File: config.mk
export PLATFORM = sky130hd
export DESIGN_NAME = switch_debouncer_flat
export DESIGN_NICKNAME = d
export VERILOG_FILES = /design/src/rtl/switch_debouncer_if.sv /design/src/rtl/switch_debouncer.sv /design/src/flat_wrapper.sv
export SDC_FILE = /design/constraint.sdc
export NUM_CORES = 1
export LEC_CHECK = 0
export ABC_AREA = 0
export BUFFER_PORTS_ARGS = -buffer_cell sky130_fd_sc_hd__buf_4
export CORE_ASPECT_RATIO = 0.7
export CORE_MARGIN = 10
export CORE_UTILIZATION = 30
export CTS_BUF_LIST = sky130_fd_sc_hd__clkbuf_8 sky130_fd_sc_hd__clkbuf_16
export DETAILED_ROUTE_END_ITERATION = 7
export MAX_ROUTING_LAYER = met4
export PLACE_DENSITY_LB_ADDON = 0.15
export SLEW_MARGIN = 30
export SYNTH_ARGS = -nofsm -noshare
export SYNTH_HDL_FRONTEND = slang
export SYNTH_SLANG_ARGS = --single-unit
File: constraint.sdc
create_clock -name CLOCK_50 -period 12 [get_ports CLOCK_50]
set_clock_uncertainty 0.2 [all_clocks]
set_input_delay 1.2 -clock CLOCK_50 [delete_from_list [all_inputs] [get_ports CLOCK_50]]
set_output_delay 1.2 -clock CLOCK_50 [all_outputs]
set_load 0.02 [all_outputs]
File: src/rtl/switch_debouncer_if.sv
// Switch debouncer signal bundle.
//   SW          raw asynchronous switch levels (1 = up)
//   SW_STATE    debounced switch levels
//   SW_RISE     one-cycle pulse per bit on an accepted 0->1
//   SW_FALL     one-cycle pulse per bit on an accepted 1->0
//   CHANGE_CNT  running count of accepted transitions, all bits, wrapping
// master: the debouncer, which sources the clean switch view.
// slave:  the consumer (display logic), which owns the raw pins.
interface switch_debouncer_if #(
  parameter int WIDTH = 6,
  parameter int CNT_W = 8
);
  logic [0:WIDTH-1] SW;
  logic [0:WIDTH-1] SW_STATE;
  logic [0:WIDTH-1] SW_RISE;
  logic [0:WIDTH-1] SW_FALL;
  logic [CNT_W-1:0] CHANGE_CNT;

  modport master (
    input  SW,
    output SW_STATE, SW_RISE, SW_FALL, CHANGE_CNT
  );

  modport slave (
    output SW,
    input  SW_STATE, SW_RISE, SW_FALL, CHANGE_CNT
  );
endinterface

File: src/rtl/switch_debouncer.sv
// Slide-switch input conditioner.
// Each raw SW bit passes a two-flop synchroniser and a per-bit 24-bit
// stability counter; a new level is accepted only after it has persisted
// for DEBOUNCE_CYCLES consecutive cycles. Accepted transitions update
// SW_STATE, optionally pulse SW_RISE/SW_FALL, and bump CHANGE_CNT.
// Ports:
//   CLOCK_50  system clock, rising edge
//   RESET_N   asynchronous active-low reset
//   sw_if     switch_debouncer_if.master (SW in; SW_STATE, SW_RISE,
//             SW_FALL, CHANGE_CNT out)
// Build option:
//   SWITCH_DEBOUNCER_EDGE_EN  when defined, SW_RISE/SW_FALL pulse registers
//                             are built; otherwise both are tied to 0.
module switch_debouncer #(
  parameter int WIDTH           = 6,
  parameter int DEBOUNCE_CYCLES = 1000000,
  parameter int CNT_W           = 8
) (
  input logic                CLOCK_50,
  input logic                RESET_N,
  switch_debouncer_if.master sw_if
);

  localparam logic [23:0] TERM = 24'(DEBOUNCE_CYCLES - 1);

  logic [0:WIDTH-1] meta_q;
  logic [0:WIDTH-1] sync_q;
  logic [0:WIDTH-1] state_q, state_d;
  logic [23:0]      cnt_q [WIDTH];
  logic [23:0]      cnt_d [WIDTH];
  logic [0:WIDTH-1] accept;
  logic [CNT_W-1:0] change_cnt_q, change_cnt_d;

  always_comb begin
    state_d      = state_q;
    change_cnt_d = change_cnt_q;
    accept       = '0;
    for (int i = 0; i < WIDTH; i++) begin
      // Any cycle of agreement drops a pending change.
      cnt_d[i] = '0;
      if (sync_q[i] != state_q[i]) begin
        if (cnt_q[i] == TERM) begin
          state_d[i] = sync_q[i];
          accept[i]  = 1'b1;
        end else begin
          cnt_d[i] = cnt_q[i] + 24'd1;
        end
      end
    end
    for (int i = 0; i < WIDTH; i++) begin
      change_cnt_d = change_cnt_d + CNT_W'(accept[i]);
    end
  end

  always_ff @(posedge CLOCK_50 or negedge RESET_N) begin
    if (!RESET_N) begin
      meta_q       <= '0;
      sync_q       <= '0;
      state_q      <= '0;
      change_cnt_q <= '0;
      for (int i = 0; i < WIDTH; i++) cnt_q[i] <= '0;
    end else begin
      meta_q       <= sw_if.SW;
      sync_q       <= meta_q;
      state_q      <= state_d;
      change_cnt_q <= change_cnt_d;
      for (int i = 0; i < WIDTH; i++) cnt_q[i] <= cnt_d[i];
    end
  end

  assign sw_if.SW_STATE   = state_q;
  assign sw_if.CHANGE_CNT = change_cnt_q;

`ifdef SWITCH_DEBOUNCER_EDGE_EN
  logic [0:WIDTH-1] rise_q, rise_d;
  logic [0:WIDTH-1] fall_q, fall_d;

  // On an accepted bit the new level equals sync, which gives the direction.
  assign rise_d = accept & sync_q;
  assign fall_d = accept & ~sync_q;

  always_ff @(posedge CLOCK_50 or negedge RESET_N) begin
    if (!RESET_N) begin
      rise_q <= '0;
      fall_q <= '0;
    end else begin
      rise_q <= rise_d;
      fall_q <= fall_d;
    end
  end

  assign sw_if.SW_RISE = rise_q;
  assign sw_if.SW_FALL = fall_q;
`else
  assign sw_if.SW_RISE = '0;
  assign sw_if.SW_FALL = '0;
`endif

endmodule

File: src/flat_wrapper.sv
// flat-port wrapper written by rule: the top's interface ports become plain ports
module switch_debouncer_flat 
#(
  parameter int WIDTH           = 6,
  parameter int DEBOUNCE_CYCLES = 1000000,
  parameter int CNT_W           = 8
)
  (CLOCK_50, RESET_N, sw_if_SW, sw_if_SW_STATE, sw_if_SW_RISE, sw_if_SW_FALL, sw_if_CHANGE_CNT);
  switch_debouncer_if #(.WIDTH(WIDTH), .CNT_W(CNT_W)) sw_if_i ();
  input logic CLOCK_50;
  input logic RESET_N;
  input wire logic [$bits(sw_if_i.SW)-1:0] sw_if_SW;
  output wire logic [$bits(sw_if_i.SW_STATE)-1:0] sw_if_SW_STATE;
  output wire logic [$bits(sw_if_i.SW_RISE)-1:0] sw_if_SW_RISE;
  output wire logic [$bits(sw_if_i.SW_FALL)-1:0] sw_if_SW_FALL;
  output wire logic [$bits(sw_if_i.CHANGE_CNT)-1:0] sw_if_CHANGE_CNT;
  assign sw_if_i.SW = sw_if_SW;
  assign sw_if_SW_STATE = sw_if_i.SW_STATE;
  assign sw_if_SW_RISE = sw_if_i.SW_RISE;
  assign sw_if_SW_FALL = sw_if_i.SW_FALL;
  assign sw_if_CHANGE_CNT = sw_if_i.CHANGE_CNT;
  switch_debouncer #(.WIDTH(WIDTH), .DEBOUNCE_CYCLES(DEBOUNCE_CYCLES), .CNT_W(CNT_W)) u_core (.CLOCK_50(CLOCK_50), .RESET_N(RESET_N), .sw_if(sw_if_i));
endmodule
==> results.sh, run 1 <==
export IMPL_synth_seq_cells=170
export IMPL_cts_setup_buffers=0
export IMPL_first_global_vias=5969
export IMPL_tightest_slew_ns=0.8479
export IMPL_run_status="complete, no violations"
export IMPL_grt_pass1_wl_um=32000
export IMPL_layout_drive_gt1_share_pct=8.778
export IMPL_antenna_found_initial=0
export IMPL_fin_crit_sh_pct=37.17
export IMPL_cts_resized=0
export IMPL_final_core_util_pct=34.94
export IMPL_whs_path_depth=0
export IMPL_worstSkewPairLatency_ns=0.43
export IMPL_synth_simple_gate_area_share_pct=25.53
export IMPL_rr_startpoint="u_core.cnt_q[79]$_DFF_PN0_"
export IMPL_min_from="u_core.meta_q[5]$_DFF_PN0_"
export IMPL_globalplace_congestion=0.7758
export IMPL_die_h_um=160.6
export IMPL_crit_top_cell="fa_1"
export IMPL_cts_root_buffer="clkbuf_16"
export IMPL_cp_num_buf_inv=2
export IMPL_stdcell_count=1271
export IMPL_p_per_area_nw_per_um2=127.6
export IMPL_htree_levels=4
export IMPL_worstPathArrival_ns=4.61
export IMPL_nNetsFinal=908
export IMPL_grt_max_degree=107
export IMPL_hold_class="flop to flop"
export IMPL_syn_to_final_growth_pct=14.71
export IMPL_clockBufferDepth=2
export IMPL_synth_edf_count=0
export IMPL_ys_seq_area_share_pct=50.20
export IMPL_drc=0
export IMPL_cts_sinks=170
export IMPL_maxCapViolCount=0
export IMPL_start_util_pct=30.46
export IMPL_dp_cells=1237
export IMPL_wl_per_cell_um=14.72
export IMPL_synth_main_ff_cell="dfrtp_1"
export IMPL_rows=51
export IMPL_r2r_cells=14
export IMPL_cp_max_fo=3
export IMPL_vias=6242
export IMPL_synth_cell_types=40
export IMPL_cpMaxStageDelayCell="fa_1"
export IMPL_clkTransAtPathRegs_ns=0.07
export IMPL_overflow=0
export IMPL_syn_area_um2=8474
export IMPL_start_kind="flop"
export IMPL_synthAdderAreaFrac_pct=2.274
export IMPL_worst_setup_path_end_kind="flop"
export IMPL_rrSetupSlack_ns=7.54
export IMPL_synthArstFlopShare_pct=100.0
export IMPL_cts_tree="done"
export IMPL_dieArea_um2=35480
export IMPL_max_freq_mhz=224.2
export IMPL_layout_commonest_cell="dfrtp_1"
export IMPL_slew_headroom_pct=43.28
export IMPL_worstPathRequired_ns=12.15
export IMPL_leakage_nw=3.854
export IMPL_wirelength_um=18710
export IMPL_portBuffers=21
export IMPL_final_setup_viol_count=0
export IMPL_hpwlAfterDp_um=12630
export IMPL_synth_top_family_by_area="simple AND/OR/NAND/NOR gates"
export IMPL_holdPathEnd="u_core.sync_q[5]$_DFF_PN0_"
export IMPL_yosys_warnings=0
export IMPL_finalSetupTns_ns=0
export IMPL_syn_instance_count=868
export IMPL_ir_drop_uv=73.67
export IMPL_grtUsageTotal_pct=11.10
export IMPL_drv_slew=0
export IMPL_critical_path_top_delay_family="adder cells"
export IMPL_slowest_delay_ns=0.52
export IMPL_r2r_end="u_core.sw_if.CHANGE_CNT[6]$_DFF_PN0_"
export IMPL_first_pass_iters=4
export IMPL_synthMuxAreaShare_pct=0.7973
export IMPL_drt_initial_drc_count=453
export IMPL_via_per_inst=4.911
export IMPL_synth_avg_cell_area_um2=9.763
export IMPL_cts_buffers=17
export IMPL_rsz0062_at_grt="no"
export IMPL_io_pin_count=34
export IMPL_diodes=0
export IMPL_antenna_left=0
export IMPL_die_width_um=220.9
export IMPL_hold_ws_ns=0.1512
export IMPL_crit_type="flop to flop"
export IMPL_synth_xor_area_share_pct=8.992
export IMPL_final_min_clock_period_ns=4.460
export IMPL_crit_chain="nor4b_1, nand4_1, nor4_1, nand2_1, fa_1, inv_1, fa_1, inv_1, fa_1, fa_1, nor2b_1, o21ai_0, nor2_1, xor2_1"
export IMPL_synth_compound_area_share_pct=8.445
export IMPL_core_um2=27820
export IMPL_most_common_layout_cells="170 x dfrtp_1, 98 x nor2_1, 57 x a21oi_1, 52 x nand3_1, 47 x nand2_1"
export IMPL_hold_buffers=0
export IMPL_hold_viol=0
[power by group]
group | internal (mW) | switching (mW) | leakage, nW
clock network | 0.360 | 0.252 | 0.319
logic | 0.0111 | 0.0299 | 1.20
registers | 0.580 | 0.00733 | 2.33
total | 0.951 | 0.289 | 3.85
[flip-flops by register name (all words and copies together), names as in the netlist]
name / cells
u_core.sw_if.CHANGE_CNT: 8
u_core.cnt_q: 144
u_core.meta_q: 6
u_core.sw_if.SW_STATE: 6
u_core.sync_q: 6
[cells in the mapped netlist, types with 2 or more instances]
master    instances  area share, %
a21oi_1          57            3.4
and2_1            7           0.52
and3_1            9           0.66
and4_1           16            1.7
buf_2             6           0.35
buf_4            12            1.1
clkbuf_1         23            1.0
dfrtp_1         170             50
fa_1              4           0.94
ha_1              9            1.3
inv_1            29            1.3
mux2_2            6           0.80
nand2_1          47            2.1
nand3_1          52            3.1
nand3b_1          2           0.18
nand4_1          46            3.4
nor2_1           98            4.3
nor2b_1           3           0.22
nor3_1           17            1.0
nor4_1           20            1.5
nor4b_1           8           0.83
o211ai_1          2           0.18
o21ai_0          39            2.3
o31ai_1          20            1.8
o41ai_2           2           0.38
or3_1            41            3.0
or4_1            24            2.1
or4b_1            2           0.24
xnor2_1          46            4.8
xor2_1           41            4.2
[layout make-up]
type | instances | area [um2]
clock buffer | 18 | 439.2
inverter | 29 | 108.9
timing repair buffer | 30 | 264.0
fill | 2837 | 18100
multi-input combinational | 639 | 3984
clock inverter | 14 | 206.4
sequential | 170 | 4254
tap | 371 | 464.2
[cells by family after synthesis]
kind of cell | after synthesis
DFF | 170
buffers and inverters | 70
and+or+nand+nor | 397
AOI/OAI and AO/OA | 124
xor gates and xnor gates | 87
muxes | 6
other | 1
adders and majority gates | 13
[worst max path at each step]
stage / startpoint / endpoint / slack (ns) / cells after the start
floorplan: u_core.cnt_q[80]$_DFF_PN0_ / u_core.sw_if.CHANGE_CNT[6]$_DFF_PN0_ / 8.04 / 14
global placement: u_core.cnt_q[79]$_DFF_PN0_ / u_core.sw_if.CHANGE_CNT[6]$_DFF_PN0_ / 7.62 / 14
detailed placement: u_core.cnt_q[79]$_DFF_PN0_ / u_core.sw_if.CHANGE_CNT[6]$_DFF_PN0_ / 7.50 / 14
CTS: u_core.cnt_q[79]$_DFF_PN0_ / u_core.sw_if.CHANGE_CNT[6]$_DFF_PN0_ / 7.48 / 14
global route: u_core.cnt_q[79]$_DFF_PN0_ / u_core.sw_if.CHANGE_CNT[6]$_DFF_PN0_ / 7.18 / 14
finish: u_core.cnt_q[79]$_DFF_PN0_ / u_core.sw_if.CHANGE_CNT[6]$_DFF_PN0_ / 7.54 / 14
[per-layer routing]
layer | global-route usage [%] | routed length [um] | up-vias | part of all wire [%]
li1 | - | - | 3147 | -
met1 | 16.15 | 10270 | 3020 | 55
met2 | 14.92 | 7791 | 63 | 42
met3 | 2.448 | 457 | 12 | 2.4
met4 | 3.105 | 186 | 0 | 0.99
met5 | - | 0 | - | 0
[per-stage QoR]
stage | worst slack [ns] | power (mW) | cell area (um2)
after global routing | 7.176 | 1.297 | 9721
after floorplan | 8.043 | 0.6190 | 8516
after global placement | 7.625 | 0.6391 | 9027
after CTS | 7.477 | 1.260 | 9673
final | 7.540 | 1.240 | 9721
after detailed placement | 7.502 | 0.6387 | 9027
Power figures use the tool's default switching activity.
==> inputs of run 2 (changes only) <==
--- a/config.mk
+++ b/config.mk
@@ -5,7 +5,7 @@
 export SDC_FILE = /design/constraint.sdc
 export NUM_CORES = 1
 export LEC_CHECK = 0
-export ABC_AREA = 0
+export ABC_AREA = 1
 export BUFFER_PORTS_ARGS = -buffer_cell sky130_fd_sc_hd__buf_4
 export CORE_ASPECT_RATIO = 0.7
 export CORE_MARGIN = 10
==> constraint.sdc (replaced) <==
create_clock -name CLOCK_50 -period 3.92 [get_ports CLOCK_50]
set_clock_uncertainty 0.2 [all_clocks]
set_input_delay 0.392 -clock CLOCK_50 [delete_from_list [all_inputs] [get_ports CLOCK_50]]
set_output_delay 0.392 -clock CLOCK_50 [all_outputs]
set_load 0.02 [all_outputs]
==> run 2 against run 1 <==
- flip-flop and latch count unchanged
- via count grew 26%
- synthesized cell count grew 47%
- largest power group is now registers
- global-route usage grew 1.3 points
- sequential share of layout area down 6.5 points
- utilization grew 0.63 points
- clock-buffer cell count stayed put
==> results.sh, run 2 <==
export IMPL_tightest_slew_ns=0.7579
export IMPL_worst_slack_ns=0.1001
export IMPL_worstSkewPairLatency_ns=0.45
export IMPL_ir_drop_uv=267.8
export IMPL_cts_root_buffer="clkbuf_16"
export IMPL_nNetsFinal=1388
export IMPL_syn_instance_count=1278
export IMPL_crit_type="flop to flop"
export IMPL_start_kind="flop"
export IMPL_layout_drive_gt1_share_pct=14.28
export IMPL_grt_max_degree=90
export IMPL_max_freq_mhz=261.8
export IMPL_dieArea_um2=40120
export IMPL_synth_avg_cell_area_um2=7.607
export IMPL_hold_class="flop to flop"
export IMPL_htree_levels=4
export IMPL_p_comb_share_pct=3.9
export IMPL_most_common_layout_cells="333 x nor2_1, 257 x nand2_1, 170 x dfrtp_1, 131 x inv_1, 105 x nand3_1"
export IMPL_ys_seq_area_share_pct=43.76
export IMPL_first_pass_iters=5
export IMPL_antenna_found_initial=0
export IMPL_p_per_area_nw_per_um2=323.0
export IMPL_wirelength_um=23480
export IMPL_vias=7854
export IMPL_antenna_left=0
export IMPL_cp_max_fo=3
export IMPL_grt_pass1_wl_um=39490
export IMPL_hpwlAfterDp_um=17440
export IMPL_cts_buffers=17
export IMPL_synth_seq_cells=170
export IMPL_crit_top_cell="inv_1"
export IMPL_hold_viol=0
export IMPL_start_util_pct=30.25
export IMPL_clkTransAtPathRegs_ns=0.07
export IMPL_yosys_warnings=0
export IMPL_die_width_um=235.2
export IMPL_syn_area_um2=9722
export IMPL_drc=0
export IMPL_p_sw_share_pct=24.50
export IMPL_clockPowerShare_pct=47.7
export IMPL_synth_top_cell_by_area="dfrtp_1"
export IMPL_final_min_clock_period_ns=3.820
export IMPL_synth_edf_count=0
export IMPL_crit_chain="ha_2, nand2_2, nor2_4, nand2_2, inv_2, nand4_1, fa_1, inv_1, fa_1, inv_1, fa_2, fa_2, inv_1, a21oi_1, nor2_2, nand3_2, xnor2_1"
export IMPL_p_seq_share_pct=48.5
export IMPL_internal_power_mw=2.788
export IMPL_drv_slew=0
export IMPL_rows=55
export IMPL_cpMaxStageDelayCell="fa_1"
export IMPL_worstPathArrival_ns=3.94
export IMPL_worstPathRequired_ns=4.05
export IMPL_via_per_inst=4.346
export IMPL_first_global_vias=7573
export IMPL_drt_initial_drc_count=483
export IMPL_regMostFlops="u_core.cnt_q"
export IMPL_min_from="u_core.meta_q[0]$_DFF_PN0_"
export IMPL_io_pin_count=34
export IMPL_rr_startpoint="u_core.cnt_q[0]$_DFF_PN0_"
export IMPL_rsz0062_at_grt="yes"
export IMPL_largest_reg_flops=144
export IMPL_cts_sinks=170
export IMPL_synth_top_area_share_pct=43.76
export IMPL_switchingPower_uw=904.6
export IMPL_synth_cell_types=31
export IMPL_syn_to_final_growth_pct=17.58
export IMPL_die_h_um=170.6
export IMPL_total_power_mw=3.692
export IMPL_hold_ws_ns=0.1489
export IMPL_synthTopCellsByArea="dfrtp_1 44%, nor2_1 13%, nand2_1 10%"
export IMPL_wl_per_cell_um=12.99
export IMPL_clockBufferDepth=2
export IMPL_core_um2=32140
export IMPL_crit_start="u_core.cnt_q[0]$_DFF_PN0_"
export IMPL_pre_cts_ws_ns=-0.1300
export IMPL_slew_headroom_pct=49.47
export IMPL_globalplace_congestion=0.8779
export IMPL_run_status="complete, no violations"
export IMPL_finalSetupTns_ns=0
export IMPL_leakage_nw=5.074
export IMPL_slowest_delay_ns=0.60
export IMPL_synthArstFlopShare_pct=100.0
export IMPL_synth_main_ff_cell="dfrtp_1"
export IMPL_portBuffers=21
export IMPL_fin_crit_sh_pct=97.45
export IMPL_grtUsageTotal_pct=12.43
export IMPL_cts_tree="done"
export IMPL_maxCapViolCount=0
export IMPL_synth_most_common_cell="nor2_1"
export IMPL_final_setup_viol_count=0
export IMPL_synth_top_cells_by_count="337 x nor2_1, 259 x nand2_1, 170 x dfrtp_1"
export IMPL_worst_setup_path_end_kind="flop"
export IMPL_final_core_util_pct=35.57
export IMPL_overflow=0
export IMPL_diodes=0
export IMPL_layout_commonest_cell="nor2_1"
-- run 2: changes by cell type in the layout (fill, tap and decap cells not counted), moves of 30 or more --
cell and change:
buf_4 +41, inv_1 +102, a21oi_1 -35, nor2_2 +30
nand3_1 +53, nand2_1 +210, or3_1 -41, o21ai_0 -36
nor2_1 +235
-- run 2: layout make-up --
| type | count | area [um2] |
|---|---|---|
| timing repair buffer | 77 | 614.3 |
| tap | 427 | 534.3 |
| multi-input combinational | 965 | 4915 |
| fill | 3404 | 20710 |
| clock inverter | 14 | 163.9 |
| inverter | 136 | 510.5 |
| sequential | 170 | 4254 |
| clock buffer | 18 | 439.2 |
-- run 2: cells by family (layout without fill, tap and decap cells) --
group | count (synthesis) | in the layout | share of synthesized area (%)
AOI/OAI and AO/OA | 35 | 35 | 1.931
xor gates and xnor gates | 88 | 88 | 8.237
adders and majority gates | 13 | 13 | 1.982
buffers and inverters | 154 | 245 | 6.615
DFF | 170 | 170 | 43.76
other | 1 | 12 | 0.03857
and+or+nand+nor | 817 | 817 | 37.44
-- run 2: path summary, 6_finish.rpt --
kind / endpoint / slack, ns / depth (start not counted)
min in group asynchronous: u_core.cnt_q[31]$_DFF_PN0_ / 0.40 / 2
max in group asynchronous: u_core.cnt_q[113]$_DFF_PN0_ / 2.26 / 3
min reg2reg: u_core.sync_q[0]$_DFF_PN0_ / 0.15 / 0
max reg2reg: u_core.sw_if.CHANGE_CNT[6]$_DFF_PN0_ / 0.10 / 17
max: u_core.sw_if.CHANGE_CNT[6]$_DFF_PN0_ / 0.10 / 17
min: u_core.sync_q[0]$_DFF_PN0_ / 0.15 / 0
-- run 2: worst max-delay path, delay by kind of cell, from the launching register on --
kind	cells	cell delay (ns)
AND/OR/NAND/NOR	6	0.71
AO/OA/AOI/OAI	1	0.07
flip-flops	1	0.38
XOR/XNOR	1	0.13
adder cells (fa/ha/maj)	5	1.98
buffers and inverters	4	0.24
-- run 2: metal layers --
layer  routed length [um]  GRT usage (%)
met5                    0              -
met4                  271          3.972
met3                  767          2.435
met2                 9267          17.04
met1                13170          17.88
-- run 2: power groups by stage --
stage / combinational (mW) / clock [mW] / sequential, mW
finish: 0.143 / 1.76 / 1.79
global route: 0.165 / 1.89 / 1.79
CTS: 0.148 / 1.83 / 1.79
detailed placement: 0.142 / 0 / 1.82
global placement: 0.142 / 0 / 1.82
floorplan: 0.0762 / 0 / 1.82
-- run 2: through the flow --
stage | instance area (um2) | cells
global route | 11430 | 1807
detailed placement | 10700 | 1767
finish | 11430 | 1807
CTS | 11390 | 1806
floorplan | 9763 | 1289
global placement | 10700 | 1767
-- run 2: what timing repair did --
item | in CTS | in global routing
hold endpoints to repair | 93 | 0
hold buffers | 7 | 0
pin swaps | 1 | 3
gates resized for setup | 4 | 11
setup endpoints to repair | 2 | 2
buffers inserted | 0 | 1
